===== src/rtl/secventiator_faze.sv =====
// Traffic-light phase sequencer: latches requests, serves them round-robin with
// all-red clearance, waits for the light module's ready and times the green.
module secventiator_faze #(
  parameter int T_ROSU_TOT  = 2,
  parameter int T_VERDE_MIN = 5,
  parameter int T_VERDE_MAX = 15,
  parameter int T_TIMEOUT   = 8
) (
  input  logic       clk,
  input  logic       rst,
  input  logic       clk_div_int,
  input  logic       cerere_S,
  input  logic       cerere_E,
  input  logic       cerere_V,
  input  logic       cerere_N,
  input  logic       cerere_P,
  input  logic       ready_S,
  input  logic       ready_E,
  input  logic       ready_V,
  input  logic       ready_N,
  input  logic       ready_P,
  output logic [2:0] stare_semafor,
  output logic       faza_activa,
  output logic [4:0] cereri_pend,
  output logic       defect
);

  localparam int MAX_AB  = (T_ROSU_TOT > T_VERDE_MIN) ? T_ROSU_TOT : T_VERDE_MIN;
  localparam int MAX_CD  = (T_VERDE_MAX > T_TIMEOUT) ? T_VERDE_MAX : T_TIMEOUT;
  localparam int MAX_T   = (MAX_AB > MAX_CD) ? MAX_AB : MAX_CD;
  localparam int CW      = $clog2(MAX_T + 1);

  localparam logic [CW-1:0] C_ROSU    = CW'(T_ROSU_TOT);
  localparam logic [CW-1:0] C_VMIN    = CW'(T_VERDE_MIN);
  localparam logic [CW-1:0] C_VMAX    = CW'(T_VERDE_MAX);
  localparam logic [CW-1:0] C_TIMEOUT = CW'(T_TIMEOUT);

  localparam logic [2:0] STARE_ALL_ROSU = 3'd0;
  localparam logic [2:0] STARE_DEFECT   = 3'd6;
  localparam logic [2:0] IDX_P          = 3'd4;

  typedef enum logic [2:0] {
    ROSU_TOT, ARBITRARE, ASTEPT_READY, VERDE, DEFECT
  } state_t;

  state_t        state_q, state_d;
  logic [CW-1:0] cnt_q, cnt_d;
  logic [4:0]    pend_q, pend_d;
  logic [2:0]    ultim_q, ultim_d;   // last selected phase index, S=0 .. P=4
  logic [2:0]    stare_q, stare_d;
  logic          faza_q, faza_d;
  logic          defect_q, defect_d;

  logic [4:0]    req_vec, rdy_vec, served_mask, others;
  logic [9:0]    rot;
  logic          sel_valid;
  logic [2:0]    sel_off, sel_idx;
  logic [3:0]    sel_sum;
  logic [CW-1:0] cnt_inc, green_nxt;

  assign req_vec = {cerere_P, cerere_N, cerere_V, cerere_E, cerere_S};
  assign rdy_vec = {ready_P, ready_N, ready_V, ready_E, ready_S};
  assign cnt_inc = cnt_q + 1'b1;

  // Round-robin: rotate the doubled request vector so the phase after
  // ultim_servit lands at bit 0, then take the lowest set bit.
  always_comb begin
    // NOTE: every combinational output gets a default first so no path leaves it unassigned (no latch).
    sel_valid = 1'b0;
    sel_off   = 3'd0;
    rot       = {pend_q, pend_q} >> (ultim_q + 3'd1);
    for (int j = 4; j >= 0; j--) begin
      if (rot[j]) begin
        sel_valid = 1'b1;
        sel_off   = 3'(j);
      end
    end
    sel_sum = 4'(ultim_q) + 4'd1 + 4'(sel_off);
    sel_idx = (sel_sum >= 4'd5) ? 3'(sel_sum - 4'd5) : 3'(sel_sum);
  end

  always_comb begin
    state_d     = state_q;
    cnt_d       = cnt_q;
    ultim_d     = ultim_q;
    served_mask = 5'b00001 << ultim_q;
    others      = pend_q & ~served_mask;
    green_nxt   = (cnt_q >= C_VMAX) ? C_VMAX : cnt_inc;

    unique case (state_q)
      ROSU_TOT: if (clk_div_int) begin
        if (cnt_inc >= C_ROSU) begin
          state_d = ARBITRARE;
          cnt_d   = '0;
        end else begin
          cnt_d = cnt_inc;
        end
      end
      ARBITRARE: if (sel_valid) begin
        state_d = ASTEPT_READY;
        ultim_d = sel_idx;
        cnt_d   = '0;
      end
      ASTEPT_READY: begin
        if (rdy_vec[ultim_q]) begin
          state_d = VERDE;
          cnt_d   = '0;
        end else if (clk_div_int) begin
          if (cnt_inc >= C_TIMEOUT) begin
            state_d = DEFECT;
            cnt_d   = '0;
          end else begin
            cnt_d = cnt_inc;
          end
        end
      end
      VERDE: if (clk_div_int) begin
        cnt_d = green_nxt;
        if ((green_nxt >= C_VMIN && |others) || green_nxt == C_VMAX) begin
          state_d = ROSU_TOT;
          cnt_d   = '0;
        end
      end
      DEFECT: ;
      default: begin
        state_d = ROSU_TOT;
        cnt_d   = '0;
      end
    endcase

    // The served phase's request is suppressed for the whole green, including
    // a request arriving on the very cycle green is entered.
    pend_d = pend_q | req_vec;
    if (state_d == VERDE) pend_d = pend_d & ~(5'b00001 << ultim_d);

    unique case (state_d)
      ASTEPT_READY, VERDE: stare_d = ultim_d + 3'd1;
      DEFECT:              stare_d = STARE_DEFECT;
      default:             stare_d = STARE_ALL_ROSU;
    endcase
    faza_d   = (state_d == VERDE);
    defect_d = (state_d == DEFECT);
  end

  always_ff @(posedge clk) begin
    // NOTE: state registers use non-blocking assignments so all flops update together at the edge.
    if (rst) begin
      state_q  <= ROSU_TOT;
      cnt_q    <= '0;
      pend_q   <= '0;
      ultim_q  <= IDX_P;
      stare_q  <= STARE_ALL_ROSU;
      faza_q   <= 1'b0;
      defect_q <= 1'b0;
    end else begin
      state_q  <= state_d;
      cnt_q    <= cnt_d;
      pend_q   <= pend_d;
      ultim_q  <= ultim_d;
      stare_q  <= stare_d;
      faza_q   <= faza_d;
      defect_q <= defect_d;
    end
  end

  assign stare_semafor = stare_q;
  assign faza_activa   = faza_q;
  assign cereri_pend   = pend_q;
  assign defect        = defect_q;

endmodule


===== config.mk =====
export PLATFORM = sky130hd
export DESIGN_NAME = secventiator_faze
export DESIGN_NICKNAME = d
export VERILOG_FILES = /design/src/rtl/secventiator_faze.sv
export SDC_FILE = /design/constraint.sdc
export NUM_CORES = 1
export LEC_CHECK = 0
export BUFFER_PORTS_ARGS = -buffer_cell sky130_fd_sc_hd__buf_2
export CAP_MARGIN = 10
export CORE_MARGIN = 10
export CORE_UTILIZATION = 45
export CTS_CLUSTER_SIZE = 16
export DETAILED_ROUTE_END_ITERATION = 7
export PLACE_DENSITY_LB_ADDON = 0.1
export SLEW_MARGIN = 5
export SYNTH_ARGS = -nofsm -noshare
export SYNTH_HDL_FRONTEND = slang
export SYNTH_SLANG_ARGS = --single-unit

===== constraint.sdc =====
create_clock -name clk -period 11.59 [get_ports clk]
set_input_delay 2.318 -clock clk [delete_from_list [all_inputs] [get_ports clk]]
set_output_delay 2.318 -clock clk [all_outputs]
set_load 0.02 [all_outputs]

==> results of run 1 <==
==> logic make-up (layout without fill, tap and decap cells) <==
kind of cell	Yosys count	after routing	share of synthesized area, %
flops	20	20	22.7
mux	18	18	12.9
buf+inv	22	41	5.40
xor+xnor	4	4	1.99
compound gates	49	49	21.3
fa+ha+maj	19	19	13.9
simple gates	71	71	21.8
==> metrics by stage <==
step	util (%)	setup WS [ns]	hold slack [ns]
finish	52.8	5.87	0.536
global route	52.8	5.46	0.569
CTS	52.8	5.87	0.539
detailed placement	50.9	5.91	0.526
global placement	50.9	6.16	0.523
floorplan	-	6.74	0.491
==> worst max-delay path, cell delays in order, from the launching register on <==
cell,delay [ns]
dfxtp_1,0.65
inv_1,0.27
ha_1,0.63
mux4_2,0.59
o21bai_1,0.19
a32oi_1,0.23
ha_1,0.21
inv_1,0.05
fa_1,0.47
inv_1,0.11
ha_1,0.23
nor2b_1,0.19
o21ai_0,0.09
a211o_1,0.33
mux2_2,0.29
mux2i_1,0.29
inv_1,0.11
ha_1,0.20
ha_1,0.28
o31ai_1,0.23
==> metal layers <==
| metal | GRT usage (%) | up-vias |
|---|---|---|
| met4 | 3.51 | 0 |
| met2 | 20.8 | 44 |
| met3 | 3.24 | 6 |
| met5 | 0 | - |
| met1 | 17.1 | 723 |
| li1 | - | 771 |
==> registers in the layout, summed over array words and instances, names as in the netlist <==
| register | cells |
|---|---|
| faza_activa | 1 |
| state_q | 3 |
| cereri_pend | 5 |
| ultim_q | 3 |
| cnt_q | 4 |
| stare_semafor | 3 |
| defect | 1 |
==> synth_stat cells (all sizes together), types with 2 or more instances <==
| cell type | number | area (um^2) |
|---|---|---|
| nand3 | 2 | 10.0 |
| dfxtp | 20 | 400 |
| mux4 | 3 | 67.6 |
| a211o | 2 | 17.5 |
| a211oi | 3 | 27.5 |
| inv | 15 | 56.3 |
| nor3 | 3 | 20.0 |
| clkbuf | 4 | 15.0 |
| a311oi | 3 | 26.3 |
| and4 | 2 | 17.5 |
| nand2 | 11 | 41.3 |
| nor3b | 4 | 30.0 |
| o21a | 2 | 15.0 |
| ha | 18 | 225 |
| o31ai | 3 | 27.5 |
| nand2b | 9 | 56.3 |
| a32oi | 2 | 17.5 |
| a21oi | 11 | 55.1 |
| mux2 | 4 | 48.8 |
| nand3b | 3 | 22.5 |
| mux2i | 11 | 110 |
| buf | 3 | 23.8 |
| o21ai | 10 | 65.1 |
| nor2b | 9 | 56.3 |
| xnor2 | 3 | 26.3 |
| nor2 | 21 | 78.8 |
==> layout by cell type (no fill, tap or decap), types with 3 or more instances in the layout <==
cell type / Yosys / layout
buf_2: 1 / 22
nor2_1: 21 / 21
dfxtp_1: 20 / 20
ha_1: 18 / 18
inv_1: 14 / 14
mux2i_1: 11 / 11
nand2_1: 11 / 11
a21oi_1: 11 / 11
nor2b_1: 9 / 9
nand2b_1: 9 / 9
o21ai_0: 7 / 7
nor3b_1: 4 / 4
xnor2_1: 3 / 3
mux4_2: 3 / 3
mux2_2: 3 / 3
a311oi_1: 3 / 3
nand3b_1: 3 / 3
clkbuf_8: 0 / 3
==> layout make-up <==
type	count	area, um^2
clock buffer	3	41.3
clock inverter	1	30.0
fill	367	1750
inverter	15	56.3
multi-input combinational	161	1260
sequential	20	400
tap	48	60.1
timing repair buffer	22	110
==> worst paths after layout <==
path | from | endpoint | slack, ns | cells after the start
max | ultim_q[0] | stare_semafor[2] | 5.87 | 19
min | cnt_q[1] | cnt_q[1] | 0.54 | 2
max reg2reg | ultim_q[0] | stare_semafor[2] | 5.87 | 19
min reg2reg | cnt_q[1] | cnt_q[1] | 0.54 | 2
==> power by group through the flow <==
stage | Sequential [W] | Combinational, W | Clock [W]
floorplan | 0.000103 | 0.000401 | 0
global placement | 0.000109 | 0.000472 | 0
detailed placement | 0.000110 | 0.000488 | 0
CTS | 0.000109 | 0.000496 | 0.0000718
global route | 0.000113 | 0.000555 | 0.0000740
finish | 0.000109 | 0.000496 | 0.0000693
==> impl_metrics.py, run 1 <==
metrics = {
    "finish": {
        "finalInstanceArea_um2": 1960,
        "num_antenna_cells": 0,
        "nets": 255,
        "layout-drive-gt1-share_pct": 18.9,
        "syn2layout_area_growth_pct": 11.5,
        "layout.cells.non_filler": 270,
    },
    "synthesis": {
        "synth_ff_type": "dfxtp_1",
        "synth-seq-cells": 20,
        "seq_area_frac_synth_pct": 22.7,
        "yosys_warnings": 0,
        "synth_area_um2": 1760,
        "netlist-cell-type-count": 58,
        "synth.avg_cell_area_um2": 8.67,
        "synth.net_count": 235,
        "async_flop_share_pct": 0,
        "netlist_instances": 203,
        "synth-edff-count": 0,
    },
    "status": {
        "outcome": "completed",
    },
    "floorplanning": {
        "die_x_um": 82.5,
        "initial_utilization_pct": 47.4,
        "die_y_um": 82.5,
        "dieArea_um2": 6810,
        "core-area_um2": 3720,
        "ios": 23,
        "row_count": 22,
    },
    "setup_path": {
        "cp.arrival_ns": 5.90,
        "cp-end-kind": "register",
        "worstPathRequired_ns": 11.77,
        "criticalPathCategory": "register to register",
        "startpoint_type": "register",
        "critPathMaxFanout": 13,
    },
    "clock_tree": {
        "cts.sinks": 20,
        "cts_tree": "done",
        "cts_post_setup_buffers_inserted": 0,
        "root_buffer": "clkbuf_8",
        "clockBufferDepth": 2,
        "cts-resized-gates": 0,
        "insertion_delay_ns": 0.26,
        "htree_levels": 1,
        "clk_pin_slew_ns": 0.08,
        "cts_hold_buf": 0,
        "cts-buffers-inserted": 3,
    },
    "power": {
        "p_clk_share_pct": 10.3,
        "swShare_pct": 47.9,
        "intPower_w": 0.000351,
        "power.density_nw_per_um2": 343,
        "power_w": 0.000674,
        "p_leak_nw": 0.859,
        "p_seq_share_pct": 16.2,
        "peakVddDrop_mv": 0.226,
        "power.switching_w": 0.000323,
        "power_frac_comb_pct": 73.6,
    },
    "global_route": {
        "antenna_found_initial": 0,
        "gr-total-overflow": 0,
        "grt_max_degree": 20,
        "grt_usage_pct": 13.1,
        "grt_pass1_wl_um": 7230,
        "grt_pass1_vias": 1551,
    },
    "sta": {
        "rsz0062_at_grt": "no",
        "slew_headroom_pct": 33.1,
        "finalCritPeriodShare_pct": 49.4,
        "tns_ns": 0,
        "worst_pin_slew_ns": 0.997,
        "period_needed_ns": 5.72,
        "fmax_mhz": 175,
        "skew_ns": 0.00511,
        "slew_violations": 0,
        "hold_viol": 0,
        "setup_viol_count_final": 0,
    },
    "route": {
        "post-route-drc-count": 0,
        "dr.pass1.iters": 4,
        "wl_um": 4230,
        "num_vias": 1544,
        "postRouteAntennaNets": 0,
        "wl_met3_um": 228,
        "dr.max_layer_used": "met4",
        "vias_per_cell": 5.72,
        "route.detailed.wl_per_inst_um": 15.7,
        "met1_length_um": 2060,
        "drt_iter0_markers": 177,
        "route.met2.wl_um": 1890,
    },
    "run": {
        "drv_cap": 0,
    },
    "placement": {
        "routabilityCongestion": 0.791,
        "port_buffers": 22,
        "hpwl_um": 3310,
        "placed_cells": 266,
        "place_area_um2": 1890,
    },
    "min_path": {
        "min_path_type": "register to register",
    },
}
(Power assumes the default switching activity.)
==> run 2: changes to the inputs <==
- clock period: 11.59 -> 4.9 ns (I/O delays scaled with it)
==> run 2 against run 1 <==
Die area did not move. Highest routed layer unchanged. Critical path depth is 3 higher. Wire length grew 11%.
==> impl_metrics.py, run 2 (synthesis results as in run 1) <==
metrics = {
    "clock_tree": {
        "cts_hold_buf": 0,
        "cts.sinks": 20,
        "htree_levels": 1,
        "cts-buffers-inserted": 3,
        "clk_pin_slew_ns": 0.08,
        "clockBufferDepth": 2,
        "root_buffer": "clkbuf_8",
        "insertion_delay_ns": 0.26,
        "cts_tree": "done",
    },
    "floorplanning": {
        "dieArea_um2": 6810,
        "die_y_um": 82.5,
        "die_x_um": 82.5,
        "core-area_um2": 3720,
        "row_count": 22,
        "initial_utilization_pct": 47.4,
        "ios": 23,
    },
    "sta": {
        "fmax_mhz": 213,
        "worst_pin_slew_ns": 0.901,
        "setup_ws_ns": 0.207,
        "tns_ns": 0,
        "slew_violations": 0,
        "slew_headroom_pct": 39.6,
        "skew_ns": 0.00438,
        "finalCritPeriodShare_pct": 95.8,
        "hold_viol": 0,
        "period_needed_ns": 4.69,
        "setup_viol_count_final": 0,
    },
    "finish": {
        "syn2layout_area_growth_pct": 24.8,
        "largest_reg_flops": 5,
        "layout.cells.non_filler": 285,
        "layout-drive-gt1-share_pct": 31.6,
        "layout_commonest_cell": "buf_2",
        "mostFrequentLayoutCells": "buf_2, nor2_1, dfxtp_1",
        "nets": 270,
        "num_antenna_cells": 0,
        "filler_cell_count": 326,
        "finalInstanceArea_um2": 2200,
    },
    "route": {
        "dr.max_layer_used": "met4",
        "dr.pass1.iters": 4,
        "wl_um": 4690,
        "vias_per_cell": 5.73,
        "route.detailed.wl_per_inst_um": 16.4,
        "num_vias": 1634,
        "met1_length_um": 2210,
        "wl_met3_um": 314,
        "post-route-drc-count": 0,
        "route.met2.wl_um": 2120,
        "postRouteAntennaNets": 0,
        "drt_iter0_markers": 122,
    },
    "setup_path": {
        "cp.arrival_ns": 4.88,
        "cp-end-kind": "register",
        "startpoint_type": "register",
        "critPathMaxFanout": 7,
        "criticalPathCategory": "register to register",
        "worstPathRequired_ns": 5.08,
    },
    "placement": {
        "place_area_um2": 1970,
        "hpwl_um": 3410,
        "routabilityCongestion": 0.910,
        "dp_slack_ns": 0.0624,
        "placed_cells": 276,
        "port_buffers": 22,
    },
    "run": {
        "drv_cap": 0,
    },
    "global_route": {
        "grt_usage_pct": 12.9,
        "grt_max_degree": 20,
        "antenna_found_initial": 0,
        "grt_pass1_vias": 1508,
        "grt_pass1_wl_um": 7150,
        "gr-total-overflow": 0,
    },
    "min_path": {
        "min_path_type": "register to register",
    },
    "status": {
        "outcome": "completed",
    },
}
[run 2: through the flow]
step / utilization [%] / hold slack [ns]
finish: 59.1 / 0.551
global route: 59.1 / 0.580
CTS: 54.4 / 0.558
detailed placement: 52.9 / 0.545
global placement: 52.9 / 0.522
floorplan: - / 0.491
[run 2: final timing paths]
check,from,to,slack (ns),cells after the start
setup / recovery,ultim_q[1],stare_semafor[2],0.21,22
hold / removal,cnt_q[1],cnt_q[1],0.55,2
setup reg to reg,ultim_q[1],stare_semafor[2],0.21,22
hold reg to reg,cnt_q[1],cnt_q[1],0.55,2
[run 2: final cells by class]
| type | count | area [um^2] | share of cell area [%] |
|---|---|---|---|
| Multi-Input combinational cell | 161 | 1390 | 63.0 |
| Inverter | 15 | 56.3 | 2.56 |
| Tap cell | 48 | 60.1 | 2.73 |
| Timing Repair Buffer | 37 | 238 | 10.8 |
| Clock buffer | 4 | 55.1 | 2.51 |
| Sequential cell | 20 | 403 | 18.3 |
[run 2: critical path: stages, from the launching register on]
cell and delay [ns]:
dfxtp_2 0.40, ha_2 0.22, ha_4 0.23, nor3b_1 0.37, a2111oi_4 0.10, a21oi_2 0.14
o21bai_1 0.08, a32oi_1 0.20, ha_2 0.21, inv_1 0.05, fa_1 0.57, inv_2 0.05
ha_2 0.19, nor2b_4 0.12, o21ai_0 0.09, a211o_1 0.33, buf_4 0.15, xnor2_1 0.14
mux2i_1 0.22, inv_2 0.08, ha_1 0.21, ha_1 0.30, o31ai_2 0.17
[run 2: timing repair]
action                     CTS  global route
setup endpoints to repair    0             6
setup buffers                0             5
gates resized for setup      0            29
[run 2: metal layers]
| layer | global-route usage [%] | vias up |
|---|---|---|
| met5 | 0 | - |
| met3 | 3.56 | 4 |
| met4 | 2.17 | 0 |
| met2 | 19.4 | 54 |
| li1 | - | 801 |
| met1 | 18.2 | 775 |
Power of run 2 is not shown: default switching activity piles up to over one toggle a cycle in this logic, so the estimate is an artifact.
==> run 3: changes to the inputs <==
- ABC_AREA: default -> 1
- CTS_BUF_LIST: default -> sky130_fd_sc_hd__clkbuf_4 sky130_fd_sc_hd__clkbuf_8
==> run 3 against run 2 <==
Sequential share of layout area up 1.9 points. Die area down 0.53%. Via count up 2.9%. Non-clock buffer count down 15. Cell area down 10%. Global-route usage up 0.69 points. Critical path type unchanged. Clock skew down 0.00067 ns. Critical endpoint unchanged. Highest routed layer unchanged. Hold slack worse by 0.019 ns. Sequential cell count unchanged. Critical path depth unchanged.
==> impl_metrics.py, run 3 <==
metrics = {
    "synthesis": {
        "synth.net_count": 294,
        "synth_ff_type": "dfxtp_1",
        "ys_top_cells_by_count": "nand2_1, nand3_1, inv_1, nor2_1, dfxtp_1",
        "netlist_instances": 262,
        "synth_top_area_cell": "dfxtp_1",
        "ys_top_cells_by_area": "dfxtp_1, ha_1, nand2_1",
        "synth-xor-area-share_pct": 2.00,
        "netlist-cell-type-count": 34,
        "synth-compound-area-share_pct": 10.8,
        "synth_simple_gate_area_share_pct": 41.8,
        "synth_top_family_by_area": "simple AND/OR/NAND/NOR gates",
        "synth-seq-cells": 20,
        "synth_area_um2": 1750,
        "async_flop_share_pct": 0,
        "yosysMostFrequentCell": "nand2_1",
        "synth-edff-count": 0,
        "yosys_warnings": 0,
        "yosys-mux-area-fraction_pct": 0,
        "synth.avg_cell_area_um2": 6.67,
        "seq_area_frac_synth_pct": 22.9,
        "synth_top_area_share_pct": 22.9,
        "yosys.area_share.adder_pct": 14.0,
    },
    "setup_path": {
        "crit_path_start": "ultim_q[0]",
        "cp_cell_sequence": "inv_6 -> ha_1 -> inv_2 -> nand3_1 -> nand3_1 -> nand2_1 -> nor2_4 -> inv_1 -> a31oi_1 -> fa_1 -> inv_1 -> ha_1 -> inv_1 -> o21ai_0 -> nand2_1 -> nand2_1 -> o21ai_0 -> o21ai_1 -> inv_1 -> ha_1 -> ha_1 -> o21ai_0",
        "path_buf_inv": 6,
        "timing.rr.start": "ultim_q[0]",
        "reg2reg_depth": 22,
        "critPathSlowestCell": "dfxtp_1",
        "reg2reg_slack_ns": 0.59,
        "critical-path-top-delay-family": "adder cells",
        "crit_cells": 22,
        "setup.worst_path.end": "stare_semafor[2]",
        "critPathMaxFanout": 12,
        "cp.arrival_ns": 4.51,
        "rr_endpoint": "stare_semafor[2]",
        "slowest_delay_ns": 0.62,
        "worstPathRequired_ns": 5.10,
        "cp-end-kind": "register",
        "startpoint_type": "register",
        "criticalPathCategory": "register to register",
    },
    "finish": {
        "final_util_pct": 53.1,
        "num_antenna_cells": 0,
        "filler_cell_count": 398,
        "nets": 319,
        "layout_commonest_cell": "nand2_1",
        "regArea_um2": 400,
        "largest_reg_flops": 5,
        "mostFrequentLayoutCells": "nand2_1, nand3_1, inv_1, nor2_1, buf_2",
        "syn2layout_area_growth_pct": 13.0,
        "multi_input_area_um2": 1200,
        "layout-drive-gt1-share_pct": 19.9,
    },
    "clock_tree": {
        "htree_levels": 1,
        "cts-resized-gates": 0,
        "cts_hold_buf": 0,
        "root_buffer": "clkbuf_8",
        "cts_post_setup_buffers_inserted": 0,
        "cts_tree": "done",
        "clockBufferDepth": 2,
        "cts-buffers-inserted": 3,
        "cts.sinks": 20,
        "clk_pin_slew_ns": 0.08,
        "insertion_delay_ns": 0.26,
    },
    "global_route": {
        "grt_pass1_vias": 1641,
        "gr-total-overflow": 0,
        "antenna_found_initial": 0,
        "grt_pass1_wl_um": 7330,
        "grt_max_degree": 13,
        "grt_usage_pct": 13.6,
    },
    "floorplanning": {
        "ios": 23,
        "core-area_um2": 3720,
        "dieArea_um2": 6780,
        "die_y_um": 82.3,
        "initial_utilization_pct": 47.0,
        "die_x_um": 82.3,
        "row_count": 22,
    },
    "route": {
        "route.detailed.wl_per_inst_um": 12.7,
        "wl_um": 4230,
        "dr.pass1.iters": 4,
        "post-route-drc-count": 0,
        "num_vias": 1682,
        "postRouteAntennaNets": 0,
        "vias_per_cell": 5.04,
        "drt_iter0_markers": 105,
    },
    "min_path": {
        "min_path_type": "register to register",
        "worstHoldPathCells": 2,
    },
    "sta": {
        "period_needed_ns": 4.31,
        "setup_viol_count_final": 0,
        "tns_ns": 0,
        "worst_pin_slew_ns": 0.478,
        "setup_ws_ns": 0.586,
        "slew_headroom_pct": 68.1,
        "fmax_mhz": 232,
        "finalCritPeriodShare_pct": 88.0,
        "slew_violations": 0,
        "hold_slack_ns": 0.532,
        "skew_ns": 0.00372,
        "rsz0062_at_grt": "no",
        "hold_viol": 0,
    },
    "placement": {
        "hpwl_um": 3440,
        "dp_slack_ns": 0.604,
        "routabilityCongestion": 0.835,
        "port_buffers": 22,
    },
    "power": {
        "power.density_nw_per_um2": 782,
        "peakVddDrop_mv": 0.664,
        "power_w": 0.00154,
        "p_leak_nw": 1.04,
    },
    "status": {
        "outcome": "completed",
    },
    "run": {
        "drv_cap": 0,
    },
}
## run 3: cell count changes in the layout (fill, tap and decap cells not counted), sizes merged, moves of 9 or more
cell,delta
buf,-15
inv,+18
mux2i,-11
nand2,+64
nand2b,-9
nand3,+31
nor2,+10
nor2b,-9
o21ai,+10
## run 3: per-layer routing
layer / GRT usage (%) / up-vias / wire [um]
li1: - / 901 / -
met1: 17.7 / 740 / 2070
met2: 21.9 / 36 / 1880
met3: 3.35 / 5 / 238
met4: 3.57 / 0 / 43
met5: 0 / - / 0
## run 3: worst min-delay path by stage
| stage | startpoint | to | slack (ns) |
|---|---|---|---|
| floorplan | cnt_q[1] | cnt_q[1] | 0.49 |
| global placement | cnt_q[1] | cnt_q[1] | 0.52 |
| detailed placement | cnt_q[1] | cnt_q[1] | 0.53 |
| CTS | cnt_q[1] | cnt_q[1] | 0.54 |
| global route | cnt_q[1] | cnt_q[1] | 0.56 |
| finish | cnt_q[1] | cnt_q[1] | 0.53 |
## run 3: logic make-up (layout without fill, tap and decap cells)
family / after synthesis / after routing
compound gates: 34 / 34
xor+xnor: 4 / 4
fa+ha+maj: 19 / 19
buf+inv: 36 / 60
flops: 20 / 20
simple gates: 149 / 149
## run 3: cell type report
type / count / area share, %
multi-input combinational: 206 / 60.8
sequential: 20 / 20.3
inverter: 34 / 6.72
timing repair buffer: 22 / 5.58
tap: 48 / 3.04
clock buffer: 3 / 2.09
clock inverter: 1 / 1.52
## run 3: worst min-delay path, cell delays in order, from the launching register on
cell,delay (ns)
dfxtp_1,0.36
nand2_1,0.08
a21oi_1,0.05
## run 3: per-stage QoR
| step | cell area [um^2] | cells |
|---|---|---|
| 2_1_floorplan | 1750 | 262 |
| 6_report | 1970 | 334 |
| 3_3_place_gp | 1900 | 330 |
| 5_1_grt | 1970 | 334 |
| 3_5_place_dp | 1900 | 330 |
| 4_1_cts | 1970 | 334 |
## run 3: where the power goes
part           internal [W]  leakage, nW  switching [W]
combinational      0.000402        0.837       0.000720
sequential         0.000202        0.164      0.0000523
clock              0.000109       0.0357      0.0000588
total              0.000713         1.04       0.000831
